==> src/rtl/huff_merge_sched.sv <==
// Huffman combine/split scheduler: runs NSYM-1 sort/merge rounds, stacks each merged pair,
// then replays the pairs in reverse order as split commands.
module huff_merge_sched #(
    parameter int unsigned NSYM    = 6,
    parameter int unsigned IDXW    = 3,
    parameter int unsigned TIMEOUT = 16
) (
    input  logic            clk,
    input  logic            reset,
    input  logic            start,
    output logic            sort_req,
    input  logic            sort_done,
    input  logic [IDXW-1:0] min0_idx,
    input  logic [IDXW-1:0] min1_idx,
    output logic            merge_en,
    output logic [IDXW-1:0] merge_a,
    output logic [IDXW-1:0] merge_b,
    output logic            split_en,
    output logic [IDXW-1:0] split_a,
    output logic [IDXW-1:0] split_b,
    output logic [IDXW-1:0] round,
    output logic            busy,
    output logic            done,
    output logic            err
);
    localparam int unsigned Depth = NSYM - 1;
    localparam int unsigned AW    = $clog2(Depth);
    localparam int unsigned SPW   = $clog2(NSYM);
    localparam int unsigned TW    = $clog2(TIMEOUT + 1);
    localparam logic [IDXW-1:0] LastRound = IDXW'(NSYM - 2);

    typedef enum logic [2:0] {
        StIdle, StSortReq, StSortWait, StMerge, StSplit, StDone
    } state_e;

    state_e state_q, state_d;
    logic [IDXW-1:0] r_q, r_d;
    logic [SPW-1:0]  sp_q, sp_d;
    logic [TW-1:0]   tcnt_q, tcnt_d;
    logic [2*IDXW-1:0] stack_q [Depth];
    logic [2*IDXW-1:0] stack_d [Depth];

    logic sort_req_q, sort_req_d, merge_en_q, merge_en_d, split_en_q, split_en_d;
    logic busy_q, busy_d, done_q, done_d, err_q, err_d;
    logic [IDXW-1:0] merge_a_q, merge_a_d, merge_b_q, merge_b_d;
    logic [IDXW-1:0] split_a_q, split_a_d, split_b_q, split_b_d, round_q, round_d;

    // Outputs are registered from the next state so each strobe lines up with its state.
    always_comb begin
        state_d    = state_q;
        r_d        = r_q;
        sp_d       = sp_q;
        tcnt_d     = tcnt_q;
        stack_d    = stack_q;
        sort_req_d = 1'b0;
        merge_en_d = 1'b0;
        split_en_d = 1'b0;
        done_d     = 1'b0;
        err_d      = 1'b0;
        merge_a_d  = merge_a_q;
        merge_b_d  = merge_b_q;
        split_a_d  = split_a_q;
        split_b_d  = split_b_q;
        round_d    = round_q;
        unique case (state_q)
            StIdle: begin
                if (start) begin
                    state_d    = StSortReq;
                    r_d        = '0;
                    sp_d       = '0;
                    sort_req_d = 1'b1;
                end
            end
            StSortReq: begin
                tcnt_d  = '0;
                state_d = StSortWait;
            end
            StSortWait: begin
                if (sort_done) begin
                    if (min0_idx != min1_idx) begin
                        state_d    = StMerge;
                        merge_en_d = 1'b1;
                        merge_a_d  = min0_idx;
                        merge_b_d  = min1_idx;
                        round_d    = r_q;
                    end else begin
                        state_d = StIdle;
                        err_d   = 1'b1;
                    end
                end else if (tcnt_q == TW'(TIMEOUT - 1)) begin
                    state_d = StIdle;
                    err_d   = 1'b1;
                end else begin
                    tcnt_d = tcnt_q + TW'(1);
                end
            end
            StMerge: begin
                stack_d[AW'(sp_q)] = {merge_a_q, merge_b_q};
                sp_d = sp_q + SPW'(1);
                if (r_q < LastRound) begin
                    r_d        = r_q + IDXW'(1);
                    state_d    = StSortReq;
                    sort_req_d = 1'b1;
                end else begin
                    // Top entry is being written this cycle, so forward it directly.
                    state_d                = StSplit;
                    split_en_d             = 1'b1;
                    {split_a_d, split_b_d} = {merge_a_q, merge_b_q};
                    round_d                = r_q;
                end
            end
            StSplit: begin
                sp_d = sp_q - SPW'(1);
                if (r_q == '0) begin
                    state_d = StDone;
                    done_d  = 1'b1;
                end else begin
                    r_d                    = r_q - IDXW'(1);
                    split_en_d             = 1'b1;
                    {split_a_d, split_b_d} = stack_q[AW'(sp_q - SPW'(2))];
                    round_d                = r_q - IDXW'(1);
                end
            end
            StDone:  state_d = StIdle;
            default: state_d = StIdle;
        endcase
        busy_d = (state_d != StIdle);
    end

    always_ff @(posedge clk) begin
        if (reset) begin
            state_q    <= StIdle;
            r_q        <= '0;
            sp_q       <= '0;
            tcnt_q     <= '0;
            for (int i = 0; i < int'(Depth); i++) stack_q[i] <= '0;
            sort_req_q <= 1'b0;
            merge_en_q <= 1'b0;
            split_en_q <= 1'b0;
            busy_q     <= 1'b0;
            done_q     <= 1'b0;
            err_q      <= 1'b0;
            merge_a_q  <= '0;
            merge_b_q  <= '0;
            split_a_q  <= '0;
            split_b_q  <= '0;
            round_q    <= '0;
        end else begin
            state_q    <= state_d;
            r_q        <= r_d;
            sp_q       <= sp_d;
            tcnt_q     <= tcnt_d;
            stack_q    <= stack_d;
            sort_req_q <= sort_req_d;
            merge_en_q <= merge_en_d;
            split_en_q <= split_en_d;
            busy_q     <= busy_d;
            done_q     <= done_d;
            err_q      <= err_d;
            merge_a_q  <= merge_a_d;
            merge_b_q  <= merge_b_d;
            split_a_q  <= split_a_d;
            split_b_q  <= split_b_d;
            round_q    <= round_d;
        end
    end

    assign sort_req = sort_req_q;
    assign merge_en = merge_en_q;
    assign merge_a  = merge_a_q;
    assign merge_b  = merge_b_q;
    assign split_en = split_en_q;
    assign split_a  = split_a_q;
    assign split_b  = split_b_q;
    assign round    = round_q;
    assign busy     = busy_q;
    assign done     = done_q;
    assign err      = err_q;
endmodule
==> config.mk <==
export PLATFORM = sky130hd
export DESIGN_NAME = huff_merge_sched
export DESIGN_NICKNAME = d
export VERILOG_FILES = /design/src/rtl/huff_merge_sched.sv
export SDC_FILE = /design/constraint.sdc
export NUM_CORES = 1
export LEC_CHECK = 0
export CAP_MARGIN = 40
export CORE_ASPECT_RATIO = 0.7
export CORE_MARGIN = 2
export CORE_UTILIZATION = 35
export CTS_CLUSTER_SIZE = 14
export DETAILED_ROUTE_END_ITERATION = 12
export GPL_ROUTABILITY_DRIVEN = 0
export GPL_TIMING_DRIVEN = 0
export SYNTH_ARGS = -nofsm -noshare
export SYNTH_HDL_FRONTEND = slang
export SYNTH_SLANG_ARGS = --single-unit
==> constraint.sdc <==
create_clock -name clk -period 7.6 [get_ports clk]
set_clock_uncertainty 0.1 [all_clocks]
set_input_delay 1.52 -clock clk [delete_from_list [all_inputs] [get_ports clk]]
set_output_delay 1.52 -clock clk [all_outputs]
set_load 0.005 [all_outputs]
* Word-level counts from Yosys, hierarchy flattened *
Index checks and enable logic that the tools add are counted.

operators by class
  add/sub/neg operators = 6
  magnitude comparators = 4
  eq/ne operators = 14
  mux-type cells = 42
  bitwise gates (word level) = 5
  reductions and logical operators = 17

operators with widths
  cell                                                 count
  2-to-1 mux 3 bit                                     15
  bitwise mux 30 bit                                   1
  one-hot mux 3 bit (3 select lines)                   3
  binary-select mux 6 bit (select 3 bit)               1
  demux 6 bit (select 3 bit)                           1
  2-to-1 mux 6 bit                                     3
  inequality test 2 bit, second input constant         8
  one-hot mux 3 bit (5 select lines)                   1
  one-hot mux 3 bit (2 select lines)                   2
  2-to-1 mux 5 bit                                     2
  one-hot mux 5 bit (2 select lines)                   1
  2-to-1 mux 1 bit                                     9
  AND reduction 3 bit                                  3
  nonzero test 3 bit                                   3
  >= comparator 4 bit, second input constant           2
  NOT 3 -> 4 bit                                       2
  adder 3 x 1 -> 3 bit, second input constant          2
  equality test 3 x 2 -> 1 bit, second input constant  2
  zero test 3 bit                                      2
  subtractor 3 x 1 -> 3 bit, second input constant     2
  adder 5 x 1 -> 5 bit, second input constant          1
  equality test 5 x 4 -> 1 bit, second input constant  1
  AND reduction 5 bit                                  1
  < comparator 4 x 1 -> 1 bit, second input constant   1
  other kinds (14)                                     19

storage, ports and cells
  register bits = 65
  input bits = 10
  output and inout port bits = 21
  logic and storage cells = 108

* Depth between registers and ports, before layout *
  depth after elaboration = 7
  mapped depth = 8
  mapped depth without buffers = 7

* Worst setup path before layout *
Ideal clock, no wire load.

  path kind = input port to flip-flop
  from = input port min1_idx[0]
  to = register busy_q (netlist: busy)
  arrival = 2,662 ps
  required time = 7,373 ps
  setup slack = 4,711 ps
  cell stages on the path = 4
  path through = xnor2_1 > a311oi_4 > o31a_1 > or3_1

between the ends
  longest elaborated chain between the ends = 5

ends and longest elaborated chain
  item                                line  text
  from (decl)                         14    input logic [IDXW-1:0] min1_idx,
  inequality test 3 bit               80    if (min0_idx != min1_idx) begin
  2-to-1 mux 2 bit                    80
  2-to-1 mux 3 bit                    79    if (sort_done) begin
  one-hot mux 3 bit (5 select lines)  65    unique case (state_q)
  nonzero test 3 bit                  127   busy_d = (state_d != StIdle);
  to (signal assigned)                157   busy_q <= busy_d;
  to (decl)                           44    logic busy_q, busy_d, done_q, done_d, err_q, err_d;

No other way between the ends.
A chain may end at the register's enable or synchronous reset.

==> impl_metrics.env <==
export IMPL_status="completed"
export IMPL_syn_area_per_cell_um2=9.15
export IMPL_worstSetupEndpointType="register"
export IMPL_cts_sinks=65
export IMPL_path_class="primary input to register"
export IMPL_yosysWarnings=0
export IMPL_grt_met2_usage=0.226
export IMPL_synthMuxAreaShare=0.131
export IMPL_rsz0062_at_grt="no"
export IMPL_numCtsBuffers=9
export IMPL_area_growth_syn_to_layout_pct=22.4
export IMPL_relSlewSlack=0.430
export IMPL_die_width_um=117
export IMPL_viasPerCell=5.18
export IMPL_worst_slack_ns=4.36
export IMPL_final_cell_mix="dfxtp_1 (65), nand2_1 (36), nor2_1 (35)"
export IMPL_setup_violations_final=0
export IMPL_hold_end="stack_q[17]"
export IMPL_synthAdderAreaFrac=0.0423
export IMPL_gr_usage_met1=0.266
export IMPL_cp_required_ns=7.71
export IMPL_worst_slew_pin_slew_ns=0.854
export IMPL_wl_per_cell_um=15.7
export IMPL_rr_endpoint="split_b[0]"
export IMPL_rr_startpoint="sp_q[1]"
export IMPL_grt_pass1_vias=2452
export IMPL_cts_tree="built"
export IMPL_port_buffer_count=30
export IMPL_grtUsageMet3=0.0533
export IMPL_clockBufferDepth=2
export IMPL_grt_pass1_wl_mm=12.9
export IMPL_drt_iter0_markers=176
export IMPL_ir_worst_vdd_mv=0.105
export IMPL_worstSkewPairLatency_ns=0.32
export IMPL_n_antenna_cell=0
export IMPL_fmax_mhz=309
export IMPL_ys_seq_elements=65
export IMPL_maxCapViolCount=0
export IMPL_hp_start="stack_q[17]"
export IMPL_mostFrequentLayoutCell="dfxtp_1"
export IMPL_num_rows=28
export IMPL_num_io_pins=31
export IMPL_rr_worst_depth=8
export IMPL_p_per_area_mw_per_mm2=204
export IMPL_finalWirelength_mm=7.97
export IMPL_cts_resized=0
export IMPL_synth_simple_area_share=0.197
export IMPL_netlist_area_mm2=0.00314
export IMPL_synth_compound_area_frac=0.159
export IMPL_reg2reg_slack_ns=4.61
export IMPL_clk_pin_slew_worst_paths_ns=0.05
export IMPL_place_hpwl_mm=5.83
export IMPL_worstSetupStartpointType="primary input"
export IMPL_root_buffer="clkbuf_16"
export IMPL_ys_types=53
export IMPL_yosys_most_used_dff="dfxtp_1"
export IMPL_final_antenna_net_count=0
export IMPL_dp_slack_ns=4.03
export IMPL_die_area_mm2=0.00975
export IMPL_nFillCells=851
export IMPL_cts_setup_buffers=0
export IMPL_power_leakage_nw=1.39
export IMPL_finalCritPeriodShare=0.426
export IMPL_ctsHoldBuffers=0
export IMPL_cp_max_fo=10
export IMPL_drc_errors=0
export IMPL_final_nets=404
export IMPL_die_h_um=83.2
export IMPL_yosysSeqAreaShare=0.415
export IMPL_grtUsageTotal=0.172
export IMPL_min_period_ns=3.24
export IMPL_antenna_found_initial=0
export IMPL_hold_viol_final=0
export IMPL_arrival_ns=3.35
export IMPL_synth_xor_area_frac=0.0140
export IMPL_syn_inst=343
export IMPL_busiest_layer="met1"
export IMPL_htree_levels=3
export IMPL_vias=2620
export IMPL_grt_overflow=0
export IMPL_drive_gt1_frac=0.0933
export IMPL_synth_top_family_by_area="simple AND/OR/NAND/NOR gates"
export IMPL_hp_class="register to register"
export IMPL_grt_max_degree=12
export IMPL_start_util=0.366
export IMPL_synth_edff_count=0
export IMPL_first_pass_iters=5
export IMPL_maxSlewViolCount=0
export IMPL_core_mm2=0.00858
export IMPL_setup_tns_ns=0
export IMPL_holdPathStages=2
export IMPL_syn_nets=363
export IMPL_async_flop_share=0
[worst max path at each step]
| stage | slack (ns) | from | cells past startpoint | end |
|---|---|---|---|---|
| floorplan | 4.71 | min1_idx[0] | 4 | busy |
| global placement | 4.05 | reset | 5 | r_q[0] |
| detailed placement | 4.03 | reset | 5 | r_q[0] |
| CTS | 4.37 | reset | 5 | r_q[0] |
| global route | 4.20 | reset | 5 | r_q[0] |
| finish | 4.36 | reset | 5 | r_q[0] |
[synth_stat cells, drive strengths merged (3+ instances only)]
master,number,area [um2]
o221ai,4,35.0
nand3b,3,22.5
o211ai,3,22.5
xnor2,5,43.8
a32o,6,60.1
nor3,4,20.0
dfxtp,65,1300
nand2,36,135
clkbuf,14,52.6
a21oi,29,149
mux2i,31,310
mux2,5,56.3
ha,9,113
nand3,21,105
a211oi,8,82.6
nand2b,9,56.3
buf,9,42.5
nor2,35,131
inv,10,37.5
[flip-flops by register name (all words and copies together), names as in the netlist, 3 cells and up]
| signal | count |
|---|---|
| sp_q | 3 |
| split_b | 3 |
| r_q | 3 |
| merge_b | 3 |
| merge_a | 3 |
| stack_q | 30 |
| tcnt_q | 5 |
| split_a | 3 |
| round | 3 |
| state_q | 3 |
[through the flow]
step           hold WS (ns)   util  power (mW)  cell area, um2  cells
2_1_floorplan         0.333      -       0.406            3140    343
3_3_place_gp          0.342  0.418       0.432            3590    493
3_5_place_dp          0.347  0.418       0.433            3590    493
4_1_cts               0.354  0.447       0.791            3840    506
5_1_grt               0.367  0.447       0.816            3840    506
6_report              0.353  0.447       0.783            3840    506
[power breakdown]
| part | total, mW | switching [mW] | internal, mW |
|---|---|---|---|
| Clock | 0.356 | 0.133 | 0.223 |
| Combinational | 0.0731 | 0.0418 | 0.0313 |
| Sequential | 0.354 | 0.00654 | 0.348 |
| Total | 0.783 | 0.181 | 0.602 |
[area by class of cell]
cell class              count  area, um2  area share
plain buffers              23       95.1      0.0248
clock buffers              12        246      0.0642
clock inverters             1       5.00     0.00130
inverters                  10       37.5     0.00978
multi-input cells         245       1700       0.444
flip-flops and latches     65       1300       0.339
well taps                 120        150      0.0391
repair buffers             30        300      0.0782
[routing by layer]
metal	routed length, um	share of wire	vias up
met5	0	0	-
met4	85	0.011	0
met3	338	0.042	8
met2	3150	0.39	53
met1	4400	0.55	1258
li1	-	-	1301
[kinds of logic (layout without fill, tap and decap cells)]
group	Yosys count	in the layout
and+or+nand+nor	127	127
AOI/OAI and AO/OA	65	65
DFF	65	65
muxes	38	38
buffers and inverters	33	76
adders and majority gates	10	10
xor gates and xnor gates	5	5
[worst max-delay path, cell delays in order]
cell             delay [ns]
clkdlybuf4s50_1        0.69
clkbuf_1               0.41
clkbuf_1               0.52
a21oi_1                0.08
o311a_1                0.13
No activity file was read; power rests on OpenSTA's default activity.
